==> config.mk <==
export PLATFORM = sky130hd
export DESIGN_NAME = seq_multiplier_flat
export DESIGN_NICKNAME = d
export VERILOG_FILES = /design/src/rtl/seq_multiplier_if.sv /design/src/rtl/seq_multiplier.sv /design/src/flat_wrapper.sv
export SDC_FILE = /design/constraint.sdc
export NUM_CORES = 1
export LEC_CHECK = 0
export CORE_ASPECT_RATIO = 0.7
export CORE_MARGIN = 3
export CORE_UTILIZATION = 50
export DETAILED_ROUTE_END_ITERATION = 10
export HOLD_SLACK_MARGIN = 0.05
export PLACE_DENSITY = 0.78
export SETUP_SLACK_MARGIN = 0.15
export SYNTH_ARGS = -nofsm -noshare
export SYNTH_HDL_FRONTEND = slang
export SYNTH_SLANG_ARGS = --single-unit
==> constraint.sdc <==
create_clock -name clk -period 11.67 [get_ports clk]
set_input_delay 1.7505 -clock clk [delete_from_list [all_inputs] [get_ports clk]]
set_output_delay 1.7505 -clock clk [all_outputs]
set_load 0.005 [all_outputs]
==> src/rtl/seq_multiplier_if.sv <==
// Handshake and data bundle for the sequential multiplier.
// The master drives operands and accepts products; the slave is the multiplier.
interface seq_multiplier_if #(
    parameter int WIDTH = 16
);
    logic               in_valid;
    logic               in_ready;
    logic [WIDTH-1:0]   a;
    logic [WIDTH-1:0]   b;
    logic               signed_mode;
    logic               out_valid;
    logic               out_ready;
    logic [2*WIDTH-1:0] p;
    logic               busy;

    modport master (
        output in_valid, a, b, signed_mode, out_ready,
        input  in_ready, out_valid, p, busy
    );

    modport slave (
        input  in_valid, a, b, signed_mode, out_ready,
        output in_ready, out_valid, p, busy
    );
endinterface

==> src/rtl/seq_multiplier.sv <==
// Shift-and-add multiplier, one multiplier bit per clock.
// Signed operands are reduced to magnitudes on capture and the sign is
// reapplied when the product is loaded, so both modes share one datapath.
module seq_multiplier #(
    parameter int WIDTH = 16
) (
    input  logic              clk,
    input  logic              rst,
    seq_multiplier_if.slave   bus
);

    localparam int PW = 2 * WIDTH;
    localparam int CW = $clog2(WIDTH + 1);

    typedef enum logic [1:0] {
        IDLE,
        CALC,
        DONE
    } state_t;

    state_t          state_q;
    logic [PW-1:0]   mcand_q;
    logic [WIDTH-1:0] mplier_q;
    logic [PW-1:0]   acc_q;
    logic [PW-1:0]   acc_d;
    logic [PW-1:0]   accNeg_d;
    logic [CW-1:0]   cnt_q;
    logic            neg_q;
    logic [PW-1:0]   p_q;
    logic            inReady_q;
    logic            outValid_q;
    logic            busy_q;

    logic [WIDTH-1:0] aMag_d;
    logic [WIDTH-1:0] bMag_d;
    logic             neg_d;

    // Operand magnitudes and result sign as they would be captured this cycle.
    // The most negative value maps to itself, which read as unsigned is its magnitude.
    always_comb begin
        aMag_d = bus.a;
        bMag_d = bus.b;
        neg_d  = 1'b0;
        if (bus.signed_mode) begin
            if (bus.a[WIDTH-1]) begin
                aMag_d = ~bus.a + WIDTH'(1);
            end
            if (bus.b[WIDTH-1]) begin
                bMag_d = ~bus.b + WIDTH'(1);
            end
            neg_d = bus.a[WIDTH-1] ^ bus.b[WIDTH-1];
        end
    end

    // Next accumulator value for the current multiplier bit, and its negation for the final load.
    always_comb begin
        acc_d    = acc_q + (mplier_q[0] ? mcand_q : '0);
        accNeg_d = ~acc_q + PW'(1);
    end

    // Control FSM with registered handshake outputs and the datapath registers.
    // CALC spends WIDTH cycles adding, then one more cycle loading p, giving a
    // fixed WIDTH+1 edge latency from acceptance to out_valid.
    always_ff @(posedge clk or posedge rst) begin
        if (rst) begin
            state_q    <= IDLE;
            mcand_q    <= '0;
            mplier_q   <= '0;
            acc_q      <= '0;
            cnt_q      <= '0;
            neg_q      <= 1'b0;
            p_q        <= '0;
            inReady_q  <= 1'b1;
            outValid_q <= 1'b0;
            busy_q     <= 1'b0;
        end else begin
            case (state_q)
                IDLE: begin
                    if (bus.in_valid) begin
                        mcand_q   <= {{WIDTH{1'b0}}, aMag_d};
                        mplier_q  <= bMag_d;
                        neg_q     <= neg_d;
                        acc_q     <= '0;
                        cnt_q     <= '0;
                        state_q   <= CALC;
                        inReady_q <= 1'b0;
                        busy_q    <= 1'b1;
                    end
                end
                CALC: begin
                    if (cnt_q == CW'(WIDTH)) begin
                        p_q        <= neg_q ? accNeg_d : acc_q;
                        state_q    <= DONE;
                        busy_q     <= 1'b0;
                        outValid_q <= 1'b1;
                    end else begin
                        acc_q    <= acc_d;
                        mcand_q  <= mcand_q << 1;
                        mplier_q <= mplier_q >> 1;
                        cnt_q    <= cnt_q + CW'(1);
                    end
                end
                DONE: begin
                    if (bus.out_ready) begin
                        state_q    <= IDLE;
                        outValid_q <= 1'b0;
                        inReady_q  <= 1'b1;
                    end
                end
                default: begin
                    state_q    <= IDLE;
                    inReady_q  <= 1'b1;
                    outValid_q <= 1'b0;
                    busy_q     <= 1'b0;
                end
            endcase
        end
    end

    assign bus.in_ready  = inReady_q;
    assign bus.out_valid = outValid_q;
    assign bus.busy      = busy_q;
    assign bus.p         = p_q;

endmodule

==> src/flat_wrapper.sv <==
// flat-port wrapper written by rule: the top's interface ports become plain ports
module seq_multiplier_flat 
#(
    parameter int WIDTH = 16
)
  (clk, rst, bus_in_valid, bus_a, bus_b, bus_signed_mode, bus_out_ready, bus_in_ready, bus_out_valid, bus_p, bus_busy);
  seq_multiplier_if #(.WIDTH(WIDTH)) bus_i ();
  input  logic clk;
  input  logic rst;
  input wire logic [$bits(bus_i.in_valid)-1:0] bus_in_valid;
  input wire logic [$bits(bus_i.a)-1:0] bus_a;
  input wire logic [$bits(bus_i.b)-1:0] bus_b;
  input wire logic [$bits(bus_i.signed_mode)-1:0] bus_signed_mode;
  input wire logic [$bits(bus_i.out_ready)-1:0] bus_out_ready;
  output wire logic [$bits(bus_i.in_ready)-1:0] bus_in_ready;
  output wire logic [$bits(bus_i.out_valid)-1:0] bus_out_valid;
  output wire logic [$bits(bus_i.p)-1:0] bus_p;
  output wire logic [$bits(bus_i.busy)-1:0] bus_busy;
  assign bus_i.in_valid = bus_in_valid;
  assign bus_i.a = bus_a;
  assign bus_i.b = bus_b;
  assign bus_i.signed_mode = bus_signed_mode;
  assign bus_i.out_ready = bus_out_ready;
  assign bus_in_ready = bus_i.in_ready;
  assign bus_out_valid = bus_i.out_valid;
  assign bus_p = bus_i.p;
  assign bus_busy = bus_i.busy;
  seq_multiplier #(.WIDTH(WIDTH)) u_core (.clk(clk), .rst(rst), .bus(bus_i));
endmodule
# Yosys cells after proc, flatten, opt, wreduce, memory -nomap -nowiden
# Cells that the tools add are included.
# W data, S select, Z words.
[totals]
ff_bits = 123
inputBits = 37
output_inout_bits = 35
word_cells = 70
[classes]
addsub = 5
n_eq_ne = 7
mux = 32
bitwise = 7
reduce_logical = 9
[op_table]
columns = ["op", "n"]
rows = [
  ["$mux W32", 6],
  ["$pmux W32 S2", 2],
  ["$mux W16", 6],
  ["$add A16 B1 Y16 const B", 2],
  ["$add A32 B1 Y32 const B", 1],
  ["$add A32 B32 Y32", 1],
  ["$not A16 Y16", 2],
  ["$not A32 Y32", 1],
  ["$pmux W16 S2", 1],
  ["$reduce_and A3 Y1", 5],
  ["$mux W5", 2],
  ["$pmux W5 S2", 1],
  ["$pmux W1 S3", 3],
  ["$mux W1", 7],
  ["$mux W2", 3],
  ["$ne A2 B2 Y1 const B", 3],
  ["$pmux W2 S3", 1],
  ["$add A5 B1 Y5 const B", 1],
  ["$eq A5 B5 Y1 const B", 1],
  ["$reduce_and A2 Y1", 2],
  ["$not A1 Y1", 3],
  ["$eq A2 B1 Y1 const B", 1],
  ["$eq A2 B2 Y1 const B", 1],
  ["$logic_not A2 Y1", 1],
  ["other kinds (3)", 3],
]

# Longest topological paths before layout
[depth]
ltp_word = 6
ltp_mapped = 14
depth_no_buf = 13

# Worst setup path before layout
# No wires, ideal clock.
[synth_timing]
path_kind = "flip-flop to flip-flop"
startpoint = "register u_core.mplier_q[0]"
endpoint = "register u_core.acc_q[30]"
setup_ns = 0.069
t_arrival_ns = 3.196
t_required_ns = 11.601
slack_ns = 8.405
path_stages_with_launch = 15
path_buffers = 1
cell_sequence = "dfrtp_1 clkbuf_1 and2_1 ha_1 inv_1 fa_1 nor2b_1 o2111ai_1 a21boi_1 a221oi_1 o31a_1 o22ai_1 o21ai_0 or4_1 nand3_1"
[synth_between]
elab_chain_len = 4
[synth_lines]
columns = ["element", "line", "text"]
rows = [
  ["start: declaration", "seq_multiplier.sv:23", "logic [WIDTH-1:0] mplier_q;"],
  ["start signal: assignment", "seq_multiplier.sv:81", "mplier_q <= bMag_d;"],
  ["start signal: assignment", "seq_multiplier.sv:99", "mplier_q <= mplier_q >> 1;"],
  ["$mux W32", "seq_multiplier.sv:57", "acc_d = acc_q + (mplier_q[0] ? mcand_q : '0);"],
  ["$add A32 B32 Y32", "seq_multiplier.sv:57", ""],
  ["$mux W32", "seq_multiplier.sv:91", "if (cnt_q == CW'(WIDTH)) begin"],
  ["$pmux W32 S2", "seq_multiplier.sv:77", "case (state_q)"],
  ["end signal: assignment", "seq_multiplier.sv:69", "acc_q <= '0;"],
  ["end signal: assignment", "seq_multiplier.sv:83", "acc_q <= '0;"],
  ["end signal: assignment", "seq_multiplier.sv:97", "acc_q <= acc_d;"],
  ["end: declaration", "seq_multiplier.sv:24", "logic [PW-1:0] acc_q;"],
]
# Every way passes these cells. The select of a mux whose other input is x is not followed.
# A chain may end at the register's enable or synchronous reset.

# Worst setup path in the final report
# Ends and elaborated chain as after synthesis.

==> flow_summary.yaml <==
status:
  run_status: "finished, final reports clean"
layout:
  multi_input_area_um2: 4310
  instances_no_fill: 1124
  final_common_cell: "dfrtp_1"
  diodes: 0
  fin_nets: 990
  ff_latch_area_um2: 3080
  final_cell_mix: "dfrtp_1, nand2_1, o21ai_0, clkdlybuf4s50_1, xor2_1"
  fillers: 1258
  syn2layout_area_growth_pct: 18.8
  drive_gt1_share_pct: 5.92
logic_synthesis:
  ys.flop_type: "dfrtp_1"
  synth-edff-count: 0
  syn_inst: 866
  ys_seq_area_share_pct: 40.4
  yosysTopAreaCellShare_pct: 40.0
  yosysWarnings: 0
  synth_top_area_cell: "dfrtp_1"
  synthArstFlopShare_pct: 100
  synthTopCellsByArea: "dfrtp_1, o21ai_0, xor2_1, ha_1, nand2_1"
  netlist_area_um2: 7620
  synth_area_per_cell_um2: 8.80
  synth_cell_type_count: 63
  synth-seq-cells: 123
  synth_nets: 940
timing:
  final.setup.tns_ns: 0
  skew_ns: 0.0108
  layout_setup_ws_ns: 7.58
  finalCriticalPeriod_ns: 4.09
  worst_slew_pin_slew_ns: 1.14
  finalCritPeriodShare_pct: 35.1
  hold_viol: 0
  maxSlewHeadroom_pct: 24.2
  maxSlewViolCount: 0
  finalSetupViolCount: 0
  fmax_mhz: 244
  grt_setup_unrepaired: "false"
worst_setup_path:
  startpoint: "u_core.mplier_q[0]"
  required_ns: 12.02
  crit_fanout: 33
  cp.arrival_ns: 4.44
  critPathLaunchType: "flip-flop"
  rrSetupSlack_ns: 7.58
  path_class: "flip-flop to flip-flop"
  r2r-start: "u_core.mplier_q[0]"
  worstSetupEndpointType: "flip-flop"
clocking:
  cts_resized: 0
  cts.clk_slew.worst_paths_ns: 0.06
  post_cts_buffers: 0
  clockRootBuffer: "clkbuf_16"
  tritoncts: "done"
  numCtsBuffers: 17
  cts_buffer_depth: 2
  cts_hold_buf: 0
  clk_latency_ns: 0.42
  cts_sinks: 123
  cts.htree.levels: 4
placed_design:
  dp_cells: 1092
  portBuffers: 71
  dpl.hpwl_mm: 11.8
  post-place-ws_ns: 7.69
  globalplace.congestion: 0.915
global_route:
  track_usage_pct: 21.1
  grt_pass1_vias: 5976
  grt_start_max_net_pins: 72
  antenna_found_initial: 0
  gr-total-overflow: 0
  grt_pass1_wl_mm: 29.2
floorplanning:
  die_area_um2: 16800
  die_h_um: 109
  num_rows: 37
  chipWidth_um: 154
  core_area_um2: 14800
  ioPinCount: 72
  start_util_pct: 51.5
pwr:
  p_leak_nw: 3.93
  p_per_area_nw_per_um2: 269
  ir_drop_v: 0.000137
worst_hold_path:
  hold_class: "flip-flop to flip-flop"
  min-delay-start: "u_core.bus.p[21]"
drt:
  via_count: 6528
  first_pass_iters: 5
  wire_per_inst_um: 15.3
  drtAntennaViolNets: 0
  drt_wl_total_mm: 17.2
  vias_per_cell: 5.81
  drt_iter0_markers: 473
  drc_errors: 0
flow_run:
  max_cap_violations: 0
==> path summary, 6_finish.rpt <==
path                                          to  cells after the start
worst max register to register  u_core.acc_q[30]                     13
worst max-delay path            u_core.acc_q[30]                     13
worst min register to register  u_core.bus.p[21]                      2
worst min-delay path            u_core.bus.p[21]                      2
min in group asynchronous       u_core.acc_q[10]                      2
max in group asynchronous       u_core.acc_q[30]                      3
==> logic make-up (layout without fill, tap and decap cells) <==
| family | after synthesis | count (layout) | share of synthesized area [%] |
|---|---|---|---|
| AOI/OAI and AO/OA | 255 | 255 | 21.1 |
| xor gates and xnor gates | 86 | 86 | 9.88 |
| adders and majority gates | 37 | 37 | 6.17 |
| buffers and inverters | 67 | 130 | 3.30 |
| DFF | 123 | 123 | 40.4 |
| muxes | 1 | 1 | 0.131 |
| and+or+nand+nor | 297 | 297 | 19.0 |
==> where the power goes <==
part,switching [mW],internal (mW),leakage (nW)
registers,0.201,0.618,1.57
logic,0.605,0.485,2.06
clock network,0.199,0.326,0.293
total,1.01,1.43,3.93
==> per-layer routing <==
metal  share of wire [%]  up-vias  GRT usage, %
met5                   0        -             0
met4                 1.2        0          5.99
met3                 6.3       18          4.52
met2                  44      206          32.3
met1                  49     3102          30.5
li1                    -     3202             -
==> worst max-delay path, stage by stage, from the launching register on <==
cell and delay [ns]:
dfrtp_1 0.85, and2_1 0.23, ha_1 0.18, inv_1 0.06
fa_1 0.40, nor2b_1 0.16, o2111ai_1 0.16, a21boi_1 0.27
a221oi_1 0.21, o31a_1 0.42, o22ai_1 0.23, o21ai_0 0.23
or4_1 0.51, nand3_1 0.09
==> layout make-up <==
class,instances,share of cell area [%]
inverter,21,0.898
timing repair buffer,77,8.34
sequential,123,34.0
multi-input combinational,676,47.5
clock inverter,13,1.55
tap,195,2.69
clock buffer,19,5.00
==> registers in the layout, summed over array words and instances, names as in the netlist <==
| signal | flops |
|---|---|
| u_core.acc_q | 32 |
| u_core.bus.busy | 1 |
| u_core.bus.in_ready | 1 |
| u_core.bus.out_valid | 1 |
| u_core.bus.p | 32 |
| u_core.cnt_q | 5 |
| u_core.mcand_q | 32 |
| u_core.mplier_q | 16 |
| u_core.neg_q | 1 |
| u_core.state_q | 2 |
==> Yosys cell counts, drive strengths merged (5+ instances only) <==
library cell	count
nand3	52
nor4	5
nor2	34
dfrtp	122
ha	36
nor3	11
and2	34
xor2	53
a21oi	36
inv	21
xnor2	33
a31oi	7
o21ai	108
a21o	11
clkbuf	43
o41ai	9
a22oi	28
nand2	120
or4	6
o31ai	19
nand4	7
nand2b	8
==> stage by stage <==
| step | total power, mW | util [%] | hold WS (ns) | area, um^2 |
|---|---|---|---|---|
| final | 2.43 | 61.1 | 0.472 | 9060 |
| after global routing | 2.64 | 61.1 | 0.497 | 9060 |
| after CTS | 2.44 | 61.1 | 0.481 | 9060 |
| after detailed placement | 1.90 | 57.1 | 0.469 | 8470 |
| after global placement | 1.86 | 57.1 | 0.459 | 8470 |
| after floorplan | 1.57 | - | 0.452 | 7620 |
(Power assumes the default switching activity.)
